File: src/rtl/farbborg_pkg.sv
// farbborg_pkg - shared types and constants for the farbborg scan reader.
//
// Contents:
//   scan_state_t  scan FSM state encoding (WAIT2 is only reachable when
//                 FARBBORG_GAMMA_EN is defined)
//   PLANES, WORDS_PER_PLANE, LANES, BYTE_W  frame buffer geometry
//   compose_addr  builds the read address {plane, word}
package farbborg_pkg;

   localparam int PLANES          = 8;
   localparam int WORDS_PER_PLANE = 16;
   localparam int LANES           = 8;
   localparam int BYTE_W          = 8;

   localparam int PLANE_W = 3;
   localparam int WORD_W  = 4;
   localparam int ADDR_W  = PLANE_W + WORD_W;

   typedef enum logic [2:0] {
      IDLE,
      READ,
      WAIT,
      WAIT2,
      SH_HI,
      SH_LO,
      LATCH,
      SHOW
   } scan_state_t;

   function automatic logic [ADDR_W-1:0] compose_addr(input logic [PLANE_W-1:0] plane,
                                                      input logic [WORD_W-1:0]  word);
      return {plane, word};
   endfunction

endpackage

File: src/rtl/farbborg_lane_cmp.sv
// farbborg_lane_cmp - turns one 64-bit frame buffer word into 8 PWM bits.
//
// Ports:
//   clk, rst  clock and asynchronous active-high reset
//   load      1 in the cycle where word holds valid read data
//   word      8 brightness bytes, lane i = word[8i+7:8i]
//   pwm_cnt   global PWM counter
//   sdat      registered PWM bits, lane i on when its level exceeds pwm_cnt
//
// FARBBORG_GAMMA_EN: when defined, each byte is squared (b*b >> 8) and the
// square is registered first, so sdat updates one cycle after load.
module farbborg_lane_cmp
   import farbborg_pkg::*;
(
   input  logic                      clk,
   input  logic                      rst,
   input  logic                      load,
   input  logic [LANES*BYTE_W-1:0]   word,
   input  logic [BYTE_W-1:0]         pwm_cnt,
   output logic [LANES-1:0]          sdat
);

`ifdef FARBBORG_GAMMA_EN
   function automatic logic [BYTE_W-1:0] gamma_sq(input logic [BYTE_W-1:0] b);
      logic [2*BYTE_W-1:0] sq;
      sq = {{BYTE_W{1'b0}}, b} * {{BYTE_W{1'b0}}, b};
      return sq[2*BYTE_W-1:BYTE_W];
   endfunction

   logic [LANES-1:0][BYTE_W-1:0] g_p1;
   logic                         vld_p1;

   // stage p0 -> p1: square each lane
   always_ff @(posedge clk or posedge rst) begin
      if (rst) begin
         g_p1   <= '0;
         vld_p1 <= 1'b0;
      end else begin
         vld_p1 <= load;
         if (load) begin
            for (int i = 0; i < LANES; i++)
               g_p1[i] <= gamma_sq(word[i*BYTE_W +: BYTE_W]);
         end
      end
   end

   // stage p1 -> output: compare squared level with the PWM counter
   always_ff @(posedge clk or posedge rst) begin
      if (rst) begin
         sdat <= '0;
      end else if (vld_p1) begin
         for (int i = 0; i < LANES; i++)
            sdat[i] <= (g_p1[i] > pwm_cnt);
      end
   end
`else
   // stage p0 -> output: linear compare
   always_ff @(posedge clk or posedge rst) begin
      if (rst) begin
         sdat <= '0;
      end else if (load) begin
         for (int i = 0; i < LANES; i++)
            sdat[i] <= (word[i*BYTE_W +: BYTE_W] > pwm_cnt);
      end
   end
`endif

endmodule

File: src/rtl/farbborg_scan_reader.sv
// farbborg_scan_reader - read-side scan engine for the farbborg frame buffer.
//
// Walks the 128 x 64 bit buffer plane by plane, converts every byte into a
// PWM bit, shifts 16 words per plane into the LED column registers on 8
// lanes, latches, then shows the plane for DWELL cycles.
//
// Ports:
//   clk_i     system clock (also clocks the buffer read port)
//   rst_i     asynchronous active-high reset
//   enable_i  scan enable, level-sensitive, checked in IDLE and at plane end
//   addrb_o   buffer read address {plane, word}
//   dob_i     read data, valid one cycle after addrb_o
//   sdat_o    shift data, one PWM bit per lane
//   sclk_o    shift clock, rising edge samples sdat_o
//   latch_o   one-cycle latch strobe
//   oe_n_o    driver output enable, active low
//   plane_o   one-hot plane select, non-zero only while showing
//   frame_o   pulse on the first read of plane 0 with pwm_cnt = 0
//
// FARBBORG_GAMMA_EN: squared brightness compare with one extra WAIT2 cycle
// per word (5 cycles per word instead of 4).
module farbborg_scan_reader
   import farbborg_pkg::*;
#(
   parameter int DWELL   = 64,
   parameter int PWM_TOP = 254
) (
   input  logic                     clk_i,
   input  logic                     rst_i,
   input  logic                     enable_i,
   output logic [ADDR_W-1:0]        addrb_o,
   input  logic [LANES*BYTE_W-1:0]  dob_i,
   output logic [LANES-1:0]         sdat_o,
   output logic                     sclk_o,
   output logic                     latch_o,
   output logic                     oe_n_o,
   output logic [PLANES-1:0]        plane_o,
   output logic                     frame_o
);

   localparam logic [15:0]       DWELL_LAST = 16'(DWELL - 1);
   localparam logic [BYTE_W-1:0] PWM_LAST   = BYTE_W'(PWM_TOP);
   localparam logic [WORD_W-1:0] WORD_LAST  = WORD_W'(WORDS_PER_PLANE - 1);
   localparam logic [PLANE_W-1:0] PLANE_LAST = PLANE_W'(PLANES - 1);

   scan_state_t          state, state_nx;
   logic [PLANE_W-1:0]   plane, plane_nx;
   logic [WORD_W-1:0]    word, word_nx;
   logic [BYTE_W-1:0]    pwm_cnt, pwm_nx;
   logic [15:0]          dwell_cnt, dwell_nx;

   logic [ADDR_W-1:0]    addrb_nx;
   logic                 sclk_nx, latch_nx, oe_n_nx, frame_nx;
   logic [PLANES-1:0]    plane_sel_nx;

   always_ff @(posedge clk_i or posedge rst_i) begin
      if (rst_i) begin
         state     <= IDLE;
         plane     <= '0;
         word      <= '0;
         pwm_cnt   <= '0;
         dwell_cnt <= '0;
         addrb_o   <= '0;
         sclk_o    <= 1'b0;
         latch_o   <= 1'b0;
         oe_n_o    <= 1'b1;
         plane_o   <= '0;
         frame_o   <= 1'b0;
      end else begin
         state     <= state_nx;
         plane     <= plane_nx;
         word      <= word_nx;
         pwm_cnt   <= pwm_nx;
         dwell_cnt <= dwell_nx;
         addrb_o   <= addrb_nx;
         sclk_o    <= sclk_nx;
         latch_o   <= latch_nx;
         oe_n_o    <= oe_n_nx;
         plane_o   <= plane_sel_nx;
         frame_o   <= frame_nx;
      end
   end

   always_comb begin
      state_nx = state;
      plane_nx = plane;
      word_nx  = word;
      pwm_nx   = pwm_cnt;
      dwell_nx = dwell_cnt;

      case (state)
         IDLE: begin
            if (enable_i) begin
               state_nx = READ;
               plane_nx = '0;
               word_nx  = '0;
               pwm_nx   = '0;
            end
         end
         READ: state_nx = WAIT;
`ifdef FARBBORG_GAMMA_EN
         WAIT: state_nx = WAIT2;
`else
         WAIT: state_nx = SH_HI;
`endif
         WAIT2: state_nx = SH_HI;
         SH_HI: state_nx = SH_LO;
         SH_LO: begin
            if (word == WORD_LAST) begin
               state_nx = LATCH;
               word_nx  = '0;
            end else begin
               state_nx = READ;
               word_nx  = word + WORD_W'(1);
            end
         end
         LATCH: begin
            state_nx = SHOW;
            dwell_nx = '0;
         end
         SHOW: begin
            if (dwell_cnt == DWELL_LAST) begin
               dwell_nx = '0;
               plane_nx = plane + PLANE_W'(1);
               // PWM advances once every full pass over the planes
               if (plane == PLANE_LAST)
                  pwm_nx = (pwm_cnt == PWM_LAST) ? '0 : pwm_cnt + BYTE_W'(1);
               state_nx = enable_i ? READ : IDLE;
            end else begin
               dwell_nx = dwell_cnt + 16'd1;
            end
         end
         default: state_nx = IDLE;
      endcase

      // Outputs are registered from the next state so they line up with it.
      addrb_nx     = (state_nx == READ) ? compose_addr(plane_nx, word_nx) : addrb_o;
      sclk_nx      = (state_nx == SH_HI);
      latch_nx     = (state_nx == LATCH);
      oe_n_nx      = (state_nx != SHOW);
      plane_sel_nx = (state_nx == SHOW) ? (PLANES'(1) << plane_nx) : '0;
      // A READ not coming from SH_LO is always the first word of a plane.
      frame_nx     = (state_nx == READ) && (state != SH_LO) &&
                     (plane_nx == '0) && (pwm_nx == '0);
   end

   farbborg_lane_cmp u_lane_cmp (
      .clk     (clk_i),
      .rst     (rst_i),
      .load    (state == WAIT),
      .word    (dob_i),
      .pwm_cnt (pwm_cnt),
      .sdat    (sdat_o)
   );

endmodule

File: config.mk
export PLATFORM = sky130hd
export DESIGN_NAME = farbborg_scan_reader
export DESIGN_NICKNAME = d
export VERILOG_FILES = /design/src/rtl/farbborg_pkg.sv /design/src/rtl/farbborg_lane_cmp.sv /design/src/rtl/farbborg_scan_reader.sv
export SDC_FILE = /design/constraint.sdc
export NUM_CORES = 1
export LEC_CHECK = 0
export BUFFER_PORTS_ARGS = -buffer_cell sky130_fd_sc_hd__buf_2
export CAP_MARGIN = 20
export CORE_UTILIZATION = 50
export CTS_BUF_LIST = sky130_fd_sc_hd__clkbuf_16
export CTS_CLUSTER_DIAMETER = 40
export DETAILED_ROUTE_END_ITERATION = 10
export GPL_TIMING_DRIVEN = 0
export PLACE_DENSITY_LB_ADDON = 0.2
export SLEW_MARGIN = 5
export SYNTH_ARGS = -nofsm -noshare
export SYNTH_HDL_FRONTEND = slang
export SYNTH_SLANG_ARGS = --single-unit
File: constraint.sdc
create_clock -name clk_i -period 2.5 [get_ports clk_i]
set_input_delay 0.125 -clock clk_i [delete_from_list [all_inputs] [get_ports clk_i]]
set_output_delay 0.125 -clock clk_i [all_outputs]
set_load 0.01 [all_outputs]
==> impl_metrics.py <==
metrics = {
    "floorplan": {
        "die_w_um": 96.16,
        "io_pins": 94,
        "std_cell_rows": 33,
        "dieArea_um2": 9247,
        "die_h_um": 96.16,
        "coreArea_um2": 8382,
        "initial_core_util": 0.5289,
    },
    "timing": {
        "worstMarginPinSlew_ps": 757.1,
        "final-setup-viol-count": 1,
        "setup_tns_ps": -47.45,
        "rsz0062_at_grt": "true",
        "timing.slew.headroom": 0.4934,
        "fin_skew_ps": 10.29,
        "fin_crit_sh": 1.019,
        "fin_ws_ps": -47.45,
        "maxSlewViolCount": 0,
        "max_freq_mhz": 392.6,
        "hold_violations": 0,
        "period_needed_ps": 2547,
    },
    "hold_path": {
        "min_path_type": "in -> reg",
        "hold-path-cell-count": 3,
    },
    "synthesis": {
        "synthCells": 486,
        "synthesis.nets": 623,
        "synth_edf_count": 0,
        "netlist_area_um2": 4433,
        "ys.flop_type": "dfrtp_1",
        "synth-async-reset-ratio": 1.000,
        "yosysWarnings": 0,
        "synthDistinctLibCells": 55,
        "syn_area_per_cell_um2": 9.121,
        "synth-seq-cells": 61,
        "ys_seq_area_frac": 0.3446,
    },
    "clocking": {
        "cts_buffer_depth": 2,
        "clk_pin_slew_worst_paths_ps": 60,
        "clock-root-buffer": "clkbuf_16",
        "cts_tree": "yes",
        "clock_latency_ps": 330,
        "clkSinkCount": 61,
        "numCtsBuffers": 9,
        "htreeDepth": 3,
    },
    "setup_path": {
        "r2r_cells": 6,
        "cp-startpoint": "dwell_cnt[11]$_DFFE_PP0N_",
        "start_kind": "flop",
        "r2r_end": "frame_o$_DFF_PP0_",
        "cp.arrival_ps": 2780,
        "cp_max_fo": 4,
        "r2r_slack_ps": -50,
        "worstSetupEndpoint": "frame_o$_DFF_PP0_",
        "crit_path_end_kind": "flop",
        "r2r-start": "dwell_cnt[11]$_DFFE_PP0N_",
        "path_cells": "or4_4 -> nor4_4 -> mux2i_1 -> a2bb2oi_2 -> or4b_4 -> nor4_2",
        "max_stage_delay_ps": 590,
        "required_ps": 2740,
        "worstSetupPathType": "reg -> reg",
        "cp_slowest_cell": "or4_4",
    },
    "pwr": {
        "pwr_density_cell_nw_per_um2": 748.6,
        "leakagePower_nw": 2.663,
        "power_mw": 4.160,
        "vdd_drop_max_v": 0.0007159,
    },
    "run_status": {
        "violations": "negative setup slack",
        "status": "finished with violations",
    },
    "detailed_routing": {
        "top_layer": "met4",
        "viasPerCell": 5.762,
        "wl_met3_um": 483,
        "drt_wl_total_um": 11050,
        "drt-wirelength-per-cell_um": 15.45,
        "wl_met2_um": 5577,
        "drt-met1-wl_um": 4721,
        "ant_nets": 0,
        "num_vias": 4120,
        "drt_iter0_drc": 180,
        "dr.pass1.iters": 4,
        "route.detailed.drc": 0,
    },
    "global_routing": {
        "grt_use_total": 0.2517,
        "antenna_found_initial": 0,
        "grt_overflow_total": 0,
        "grt_pass1_wl_um": 17970,
        "grt_pass1_vias": 4048,
        "grt_start_max_net_pins": 39,
    },
    "place": {
        "dpl.cell_count": 685,
        "port_buffers": 93,
        "place_congestion": 0.8330,
        "dp_hpwl_um": 7995,
    },
    "layout": {
        "antenna_cells": 0,
        "layout.filler_cells": 689,
        "multi_input_area_um2": 2805,
        "ff_latch_area_um2": 1528,
        "nets": 743,
        "syn2layout_area_growth_pct": 25.35,
        "drive_gt1_frac": 0.2508,
        "instances_no_fill": 715,
    },
    "flow_run": {
        "cap_viol_max_count": 0,
    },
}
==> Yosys cell counts, drive strengths merged, types with 2 or more instances <==
library cell  number  area, µm²
a21o               3      22.52
a21oi             27      135.1
a22o               4      35.03
a22oi              2      15.01
a2bb2oi            3      26.28
a31oi              3      18.77
and3               4      25.02
clkbuf            10      37.54
dfrtp             60       1501
ha                70      875.8
inv               42      157.7
mux2               6      67.56
mux2i             10      100.1
nand2             34      127.6
nand2b             9      56.30
nand3             13      65.06
nand4             20      125.1
nor2              27      108.9
nor2b             18      112.6
nor3              10      50.05
nor3b              2      15.01
nor4               4      61.31
o21a               9      67.56
o21ai             55      279.0
o21bai             2      15.01
o22ai              8      50.05
or3                2      12.51
or4                4      37.53
or4b               2      20.02
xnor2              3      26.28
xor2               2      17.52
==> layer usage <==
layer | track usage | up-vias
li1 | - | 2014
met1 | 0.2963 | 1960
met2 | 0.4592 | 116
met3 | 0.04423 | 30
met4 | 0.08333 | 0
met5 | 0 | -
==> area by class of cell <==
type                            instances  share of cell area
Clock buffer                            9             0.04053
Inverter                               42             0.02837
Sequential cell                        61              0.2749
Buffer                                 10            0.008782
Timing Repair Buffer                  110              0.1130
Multi-Input combinational cell        372              0.5048
Clock inverter                          6            0.005855
Tap cell                              105             0.02364
==> state kept, by name, summed over array words and instances, names as in the netlist <==
| register | flops |
|---|---|
| frame_o | 1 |
| plane | 3 |
| dwell_cnt | 16 |
| state | 3 |
| plane_o | 8 |
| word | 4 |
| pwm_cnt | 8 |
| u_lane_cmp.sdat | 8 |
| latch_o | 1 |
| oe_n_o | 1 |
| sclk_o | 1 |
| addrb_o | 7 |
==> logic make-up after synthesis <==
kind of cell / synth area share
simple gates: 0.1979
xor+xnor: 0.009880
compound gates: 0.1671
flops: 0.3446
fa+ha+maj: 0.1976
buf+inv: 0.04516
mux: 0.03782
==> stage by stage <==
stage	instance area, µm²	hold slack [ps]	setup slack, ps	utilization
final	5557	176.0	-47.45	0.6629
after global routing	5557	196.0	-172.4	0.6629
after CTS	5451	127.9	-39.35	0.6504
after detailed placement	5056	198.9	-323.4	0.6032
after global placement	5036	446.7	-311.4	0.6008
after floorplan	4439	289.0	4.059	-
==> worst min path at each step <==
stage | slack [ps] | startpoint | to
final | 180 | enable_i | state[0]$_DFF_PP0_
after floorplan | 290 | enable_i | state[0]$_DFF_PP0_
after detailed placement | 200 | rst_i | dwell_cnt[3]$_DFFE_PP0N_
after global routing | 200 | enable_i | state[0]$_DFF_PP0_
after global placement | 450 | enable_i | state[0]$_DFF_PP0_
after CTS | 130 | enable_i | state[0]$_DFF_PP0_
==> report_power, final <==
group	switching, mW	internal (mW)	total [mW]	leakage [nW]
Clock	0.435	0.653	1.09	0.128
Sequential	0.163	1.20	1.36	0.809
Combinational	0.963	0.747	1.71	1.73
==> cell usage in the layout (no fill, tap or decap), drive strengths merged, types with 2 or more instances in the layout <==
cell,count
o21a,9
o21bai,2
ha,70
buf,110
a31oi,3
clkinv,4
nand4,20
mux2,6
inv,43
a21o,3
or4,4
nor3b,2
dfrtp,60
nand3,13
and3,4
nand2,34
a22o,4
nand2b,9
nor2,27
nor4,4
o21ai,55
a21oi,27
o22ai,8
mux2i,10
a22oi,2
nor2b,18
xor2,2
a2bb2oi,3
or4b,2
xnor2,3
or3,2
nor3,10
clkbuf,18
==> critical path, delay by kind of cell, from the launching register on <==
kind	cells	cell delay, ps
multiplexers	1	270
flip-flops	1	380
AO/OA/AOI/OAI	1	190
AND/OR/NAND/NOR	4	1610
==> repair_timing <==
| action | in CTS | in global routing |
|---|---|---|
| buffers inserted | 11 | 4 |
| setup endpoints to repair | 26 | 18 |
| gates cloned | 0 | 0 |
| resized for setup | 9 | 19 |
| hold buffers | 1 | 0 |
| hold endpoints to repair | 23 | 0 |
| pin swaps | 4 | 4 |
Power figures use the tool's default switching activity.
